**config.mk**
```make
export PLATFORM = sky130hd
export DESIGN_NAME = laser_arbiter
export DESIGN_NICKNAME = d
export VERILOG_FILES = /design/src/rtl/laser_arbiter.sv
export SDC_FILE = /design/constraint.sdc
export NUM_CORES = 1
export LEC_CHECK = 0
export BUFFER_PORTS_ARGS = -buffer_cell sky130_fd_sc_hd__buf_4
export CAP_MARGIN = 20
export CORE_UTILIZATION = 55
export DETAILED_ROUTE_END_ITERATION = 8
export PLACE_DENSITY = 0.86
export SYNTH_ARGS = -nofsm -noshare
export SYNTH_HDL_FRONTEND = slang
export SYNTH_SLANG_ARGS = --single-unit
```
**constraint.sdc**
```tcl
create_clock -name clk -period 2.9 [get_ports clk]
set_clock_uncertainty 0.05 [all_clocks]
set_input_delay 0.58 -clock clk [delete_from_list [all_inputs] [get_ports clk]]
set_output_delay 0.58 -clock clk [all_outputs]
set_load 0.05 [all_outputs]
```
**src/rtl/laser_arbiter.sv**
```systemverilog
// Round-robin arbiter sharing one laser emitter among N_REQ requesters.
// Each grant fires the laser for PULSE_LEN cycles, followed by COOLDOWN idle cycles.
module laser_arbiter #(
   parameter int N_REQ     = 4,
   parameter int PULSE_LEN = 3,
   parameter int COOLDOWN  = 2,
   parameter int CW        = 4
) (
   input  logic                       clk,
   input  logic                       rst,
   input  logic [N_REQ-1:0]           req,
   input  logic                       abort,
   output logic [N_REQ-1:0]           ack,
   output logic                       x,
   output logic [$clog2(N_REQ)-1:0]   owner,
   output logic                       busy,
   output logic                       done
);

   localparam int OW = $clog2(N_REQ);
   localparam logic [CW-1:0] PL_M1 = CW'(PULSE_LEN - 1);
   localparam logic [CW-1:0] CD_M1 = (COOLDOWN > 0) ? CW'(COOLDOWN - 1) : '0;
   localparam bit HAS_COOL = (COOLDOWN > 0);

   typedef enum logic [1:0] {
      S_IDLE = 2'd0,
      S_FIRE = 2'd1,
      S_COOL = 2'd2
   } state_t;

   state_t            r_state, w_state_nxt;
   logic [CW-1:0]     r_cnt, w_cnt_nxt;
   logic [OW-1:0]     r_last, w_last_nxt;
   logic [OW-1:0]     r_owner, w_owner_nxt;
   logic [N_REQ-1:0]  r_ack, w_ack_nxt;
   logic              r_x, w_x_nxt;
   logic              r_busy, w_busy_nxt;
   logic              r_done, w_done_nxt;

   logic              w_gnt_found;
   logic [OW-1:0]     w_gnt_idx;
   logic [OW-1:0]     w_cand;
   logic              w_pulse_end;

   // Scan upward from the slot after the last grantee, wrapping modulo N_REQ.
   always_comb begin
      w_gnt_found = 1'b0;
      w_gnt_idx   = '0;
      w_cand      = '0;
      for (int k = 1; k <= N_REQ; k++) begin
         w_cand = OW'((int'(r_last) + k) % N_REQ);
         if (!w_gnt_found && req[w_cand]) begin
            w_gnt_found = 1'b1;
            w_gnt_idx   = w_cand;
         end
      end
   end

   assign w_pulse_end = abort || (r_cnt == '0);

   always_comb begin
      w_state_nxt = r_state;
      w_cnt_nxt   = r_cnt;
      w_last_nxt  = r_last;
      w_owner_nxt = r_owner;
      w_ack_nxt   = '0;
      w_x_nxt     = 1'b0;
      w_busy_nxt  = 1'b0;
      w_done_nxt  = 1'b0;
      case (r_state)
         S_IDLE: begin
            if (w_gnt_found) begin
               w_ack_nxt[w_gnt_idx] = 1'b1;
               w_owner_nxt = w_gnt_idx;
               w_last_nxt  = w_gnt_idx;
               w_cnt_nxt   = PL_M1;
               w_state_nxt = S_FIRE;
               w_x_nxt     = 1'b1;
               w_busy_nxt  = 1'b1;
            end
         end
         S_FIRE: begin
            if (w_pulse_end) begin
               // An aborted pulse still pays the full cooldown but never reports done.
               w_done_nxt = !abort;
               if (HAS_COOL) begin
                  w_state_nxt = S_COOL;
                  w_cnt_nxt   = CD_M1;
                  w_busy_nxt  = 1'b1;
               end else begin
                  w_state_nxt = S_IDLE;
               end
            end else begin
               w_cnt_nxt  = r_cnt - CW'(1);
               w_x_nxt    = 1'b1;
               w_busy_nxt = 1'b1;
            end
         end
         S_COOL: begin
            if (r_cnt == '0) begin
               w_state_nxt = S_IDLE;
            end else begin
               w_cnt_nxt  = r_cnt - CW'(1);
               w_busy_nxt = 1'b1;
            end
         end
         default: begin
            w_state_nxt = S_IDLE;
            w_owner_nxt = '0;
         end
      endcase
   end

   always_ff @(posedge clk) begin
      if (rst) begin
         r_state <= S_IDLE;
         r_last  <= OW'(N_REQ - 1);
         r_owner <= '0;
         r_ack   <= '0;
         r_x     <= 1'b0;
         r_busy  <= 1'b0;
         r_done  <= 1'b0;
      end else begin
         r_state <= w_state_nxt;
         r_last  <= w_last_nxt;
         r_owner <= w_owner_nxt;
         r_ack   <= w_ack_nxt;
         r_x     <= w_x_nxt;
         r_busy  <= w_busy_nxt;
         r_done  <= w_done_nxt;
      end
      r_cnt <= w_cnt_nxt;
   end

   assign ack   = r_ack;
   assign x     = r_x;
   assign owner = r_owner;
   assign busy  = r_busy;
   assign done  = r_done;

endmodule
```
Word level (Yosys, flattened, before mapping)
Index checks and enable logic that the tools add are counted.

cells by class
  order comparisons = 6
  equality and inequality tests = 6
  reduce and logical (&&, ||, !) cells = 19
  add/sub/neg operators = 5
  bitwise logic cells = 5
  multiplexer cells = 33

operators by type and width
  kind                   count
  $mux W2                8
  $lt A2 B3 Y1 const B   5
  $mux W1                12
  $mux W4                3
  $pmux W4 S3            1
  $bmux W1 S2            4
  $ne A2 B2 Y1 const B   4
  $pmux W2 S3            1
  $reduce_and A3 Y1      2
  $reduce_or A3 Y1       2
  $not A1 Y1             5
  $add A2 B1 Y2 const B  2
  $add A2 B2 Y2 const B  2
  $logic_and A1 B1 Y1    4
  $logic_not A1 Y1       4
  $logic_not A4 Y1       1
  $pmux W2 S2            1
  $reduce_and A2 Y1      2
  $sub A4 B1 Y4 const B  1
  $pmux W1 S3            1
  $reduce_bool A3 Y1     1
  $demux W1 S2           1
  $eq A2 B1 Y1 const B   1
  $eq A2 B2 Y1 const B   1
  other kinds (5)        5

storage, ports and cells
  input bits = 7
  logic and storage cells = 82
  output and inout bits = 9
  register bits = 17

Longest topological paths before layout
  word-level depth = 17
  depth in mapped cells = 6
  depth with buffers taken out = 6

Worst setup path after synthesis
Ideal clock, no wire load.

  kind = flip-flop to flip-flop
  start point = register r_state[0]
  end point = register r_cnt[0], enable pin
  setup slack = 1232 ps
  arrival = 1246 ps
  period minus slack after synthesis = 1668 ps
  setup time = 372 ps
  stages on the path, launching flop included = 5
  buffers on the path = 0
  required time = 2478 ps
  path through = dfxtp_1 > inv_1 > ha_1 > and2_1 > a211oi_1

between the ends
  cells in the longest elaborated chain, start to end = 3
  elaborated cells on any way between the ends = 7
  those cells by class = eq/ne: 4; reduce/logical: 3

RTL lines
  item                                                                 RTL line  source
  start, declared                                                      31        state_t r_state, w_state_nxt;
  start signal, assigned                                               124       r_state <= w_state_nxt;
  $eq A2 B2 Y1 (tied with other cells)                                 70        case (r_state)
  $ne A2 B2 Y1 (no source line) or $reduce_bool A3 Y1 (tied branches)  n/a
  $reduce_and A3 Y1 (no source line) *                                 n/a
  end signal, assigned                                                 132       r_cnt <= w_cnt_nxt;
  end, declared                                                        32        logic [CW-1:0] r_cnt, w_cnt_nxt;

Every way passes the cells marked *; elsewhere a longest branch is shown, timed or not.
A chain may end at the register's enable or synchronous reset.

Worst setup path after layout
  start point = register r_cnt[0]
  end point = register r_cnt[3], data pin

between the ends
  cells in the longest elaborated chain, start to end = 4
  elaborated cells on any way between the ends = 6
  those cells by class = add/sub: 1; mux: 3; reduce/logical: 2

RTL lines
  item                                                                   RTL line
  parallel branches: the longest is 3 deep, another holds $sub A4 B1 Y4  n/a
  $pmux W4 S3 *                                                          70
  via w_cnt_nxt[3]                                                       32

Mark *: on every way through the listed nets, which the timed path passes. The select of a mux whose other input is x is not followed.

==> flow_summary.rst <==
.. list-table::
   :header-rows: 1

   * - Metric
     - Value
   * - Die outline width
     - 42.28 µm
   * - Number of buffers created by CTS
     - 3
   * - Count of instances resized after the clock tree is built
     - 0
   * - Element type at the critical path start
     - register
   * - RSZ-0062 raised after global routing
     - false
   * - Final Hold Vio Count
     - 0
   * - Area of the mapped netlist
     - 892.1 µm²
   * - Post-synthesis async set-or-reset flop share
     - 0%
   * - Dominant cell by count in the synthesized netlist
     - sky130_fd_sc_hd__dfxtp_1
   * - Violations in the final reports
     - DRC
   * - Peak clock frequency supported by timing
     - 547.5 MHz
   * - First-pass GRT wire length
     - 2732 µm
   * - Antenna cells
     - 0
   * - Number of slew-limit violations in the final report
     - 0
   * - HPWL after DPL
     - 1274 µm
   * - H-Tree Depth
     - 1
   * - Layout net count
     - 123
   * - Top-level port count
     - 16
   * - Root buffer selected by CTS
     - sky130_fd_sc_hd__clkbuf_4
   * - Syn Nets
     - 104
   * - Count of state elements after synthesis
     - 17
   * - Setup crit end kind
     - register
   * - Area share of the largest cell type after synthesis
     - 29.17%
   * - Flip-flop cell with the highest count after synthesis
     - sky130_fd_sc_hd__dfxtp_1
   * - IR drop worst, VDD
     - 0.6516 mV
   * - Setup violations, final
     - 0
   * - Avg Cell Area, Syn
     - 9.912 µm²
   * - Wirelength, routed
     - 1641 µm
   * - Final design utilization
     - 69.60%
   * - Gate count of the mapped netlist
     - 90
   * - Pleak
     - 0.4491 nW
   * - Setup repair bufs after CTS
     - 0
   * - Cell types with the largest area share after synthesis
     - sky130_fd_sc_hd__dfxtp_1 (29%), sky130_fd_sc_hd__edfxtp_1 (13%), sky130_fd_sc_hd__ha_1 (9.8%)
   * - RePlAce Congestion
     - 0.7862
   * - Total number of yosys warnings
     - 0
   * - Setup slack at placement
     - 1.032 ns
   * - Area grow syn2layout
     - 17.53%
   * - Via-per-instance ratio
     - 5.782
   * - Initial DRC Count
     - 16
   * - Number of enable-type register cells in the synthesized netlist
     - 4
   * - Number of I/O port buffers
     - 15
   * - Clock transition at the register clock pins on the worst setup and hold paths after CTS
     - 0.09 ns
   * - Commonest cells in the netlist
     - sky130_fd_sc_hd__dfxtp_1 (13), sky130_fd_sc_hd__nor2_1 (9), sky130_fd_sc_hd__a21oi_1 (8)
   * - Power per unit of standard cell area
     - 1097 nW/µm²
   * - Starting density of the core
     - 59.22%
   * - Count of maximum capacitance violations
     - 0
   * - Path class of the lowest-slack min-delay path
     - register to register
   * - Hold bufs inserted after CTS
     - 0
   * - DRC errors left
     - 1
   * - Share of the yosys chip area belonging to registers
     - 42.64%
   * - Post-layout instance count excluding filler cells
     - 124
   * - Final setup TNS
     - 0 ns
   * - Cell count after placement
     - 120
   * - Yosys top cell by area
     - sky130_fd_sc_hd__dfxtp_1
   * - Total number of placement rows
     - 14
   * - Number of library cell types mapped by synthesis
     - 35
   * - Max transition margin
     - 62.65%
   * - Router iterations before antenna repair
     - 6
   * - Total grt overflow
     - 0
   * - Antenna viol nets, final
     - 0
   * - Worst-margin pin slew
     - 0.5584 ns
   * - Area of the core
     - 1506 µm²
   * - Final critical-path setup slack
     - 1.073 ns
   * - Outcome
     - finished with violations
   * - Fraction of layout instances using a drive strength above 1
     - 24.07%
   * - Largest net degree at the start of global routing
     - 12
   * - Portion of the clock cycle consumed by the worst path in the final layout
     - 62.99%
   * - Worst Setup Path Type
     - register to register
   * - Overall via count from detail_route
     - 717
   * - Largest buffer count on any clock path
     - 2
   * - Overall power consumption
     - 1.151 mW
   * - Global-route usage over all layers
     - 20.58%
   * - Insertion delay of the later-clocked pin in the worst-skew pair
     - 0.29 ns
   * - Critical path required time
     - 2.90 ns
   * - # clock sinks
     - 17
   * - Average detailed-routed wire length per instance
     - 13.23 µm
   * - Post-route cell area
     - 1049 µm²
   * - Arrival time reported for the critical path endpoint
     - 1.83 ns
   * - TritonCTS clock tree
     - done
   * - Min Hold Slack
     - 0.4751 ns
   * - Cell area reported after detailed placement
     - 1021 µm²
   * - Highest fanout seen on the critical path
     - 4
   * - Die height
     - 42.28 µm
   * - Antenna violations before repair
     - 0
   * - Min Clock Period, post-route
     - 1.827 ns
   * - Die area
     - 1787 µm²
   * - Vias in the first global route
     - 666
[flip-flops by register name, summed over array words and instances (netlist names)]
| register | flops |
|---|---|
| ack | 4 |
| r_cnt | 4 |
| owner | 2 |
| r_last | 2 |
| r_state | 2 |
| busy | 1 |
| done | 1 |
| x | 1 |
[layer usage]
layer  vias to the layer above  wire (µm)  global-route usage [%]
met1                       334        734                   23.55
li1                        361          -                       -
met4                         0         11                   5.625
met3                         2         71                   6.466
met2                        20        824                   36.62
met5                         -          0                       0
[kinds of logic (layout without fill, tap and decap cells)]
logic type / after synthesis / in the layout / share of synthesized area [%]
simple gates: 31 / 31 / 18.24
compound gates: 26 / 26 / 23.70
flops: 17 / 17 / 42.64
fa+ha+maj: 7 / 7 / 9.817
buf+inv: 6 / 24 / 2.524
xor+xnor: 2 / 2 / 1.964
mux: 1 / 1 / 1.122
[worst max-delay path, stage by stage (launching register included)]
cell and delay, ns:
sky130_fd_sc_hd__edfxtp_1 0.40, sky130_fd_sc_hd__inv_1 0.14, sky130_fd_sc_hd__ha_1 0.17, sky130_fd_sc_hd__nor3b_1 0.38, sky130_fd_sc_hd__nor2_1 0.14, sky130_fd_sc_hd__o21ai_0 0.22, sky130_fd_sc_hd__nor2_1 0.08
[layout by cell type, fill, tap and decap left out]
master                     instances
sky130_fd_sc_hd__o221a_4           1
sky130_fd_sc_hd__nor2_2            1
sky130_fd_sc_hd__nor4_1            1
sky130_fd_sc_hd__nor2_1            9
sky130_fd_sc_hd__or3_1             1
sky130_fd_sc_hd__and2b_1           1
sky130_fd_sc_hd__o41ai_2           1
sky130_fd_sc_hd__inv_1             5
sky130_fd_sc_hd__nor2b_1           3
sky130_fd_sc_hd__clkbuf_4          3
sky130_fd_sc_hd__o41ai_4           1
sky130_fd_sc_hd__or2_2             1
sky130_fd_sc_hd__o31ai_1           1
sky130_fd_sc_hd__nand2b_1          2
sky130_fd_sc_hd__mux2i_1           1
sky130_fd_sc_hd__nand2_1           5
sky130_fd_sc_hd__nor3b_1           1
sky130_fd_sc_hd__clkinv_2          1
sky130_fd_sc_hd__dfxtp_1          13
sky130_fd_sc_hd__ha_1              7
sky130_fd_sc_hd__a22oi_1           1
sky130_fd_sc_hd__a211oi_1          3
sky130_fd_sc_hd__a21boi_0          1
sky130_fd_sc_hd__and2_1            1
sky130_fd_sc_hd__a21o_1            1
sky130_fd_sc_hd__nor3_1            2
sky130_fd_sc_hd__o21ai_0           5
sky130_fd_sc_hd__buf_4            15
sky130_fd_sc_hd__nand3_1           1
sky130_fd_sc_hd__edfxtp_1          4
sky130_fd_sc_hd__or3b_1            1
sky130_fd_sc_hd__xnor2_1           2
sky130_fd_sc_hd__and3b_1           1
sky130_fd_sc_hd__a21oi_1           8
sky130_fd_sc_hd__o221ai_1          1
sky130_fd_sc_hd__o21ai_2           1
sky130_fd_sc_hd__o31ai_2           1
[final cells by class]
class	count	area, µm²
clock buffers	3	22.52
multi-input cells	67	489.2
clock inverters	1	5.005
fillers	117	457.9
flip-flops and latches	17	380.4
well taps	16	20.02
repair buffers	15	112.6
inverters	5	18.77
[where the power goes]
part	leakage, nW	internal (mW)	switching (mW)
combinational	0.279	0.235	0.382
clock	0.0177	0.0514	0.0738
sequential	0.152	0.342	0.0662
[worst paths after layout]
kind / start / to / slack [ns] / cells past startpoint
hold / removal: owner[1] / owner[1] / 0.48 / 2
hold reg to reg: owner[1] / owner[1] / 0.48 / 2
setup / recovery: r_cnt[0] / r_cnt[3] / 1.07 / 6
setup reg to reg: r_cnt[0] / r_cnt[3] / 1.07 / 6
No activity file was read; power rests on OpenSTA's default activity.
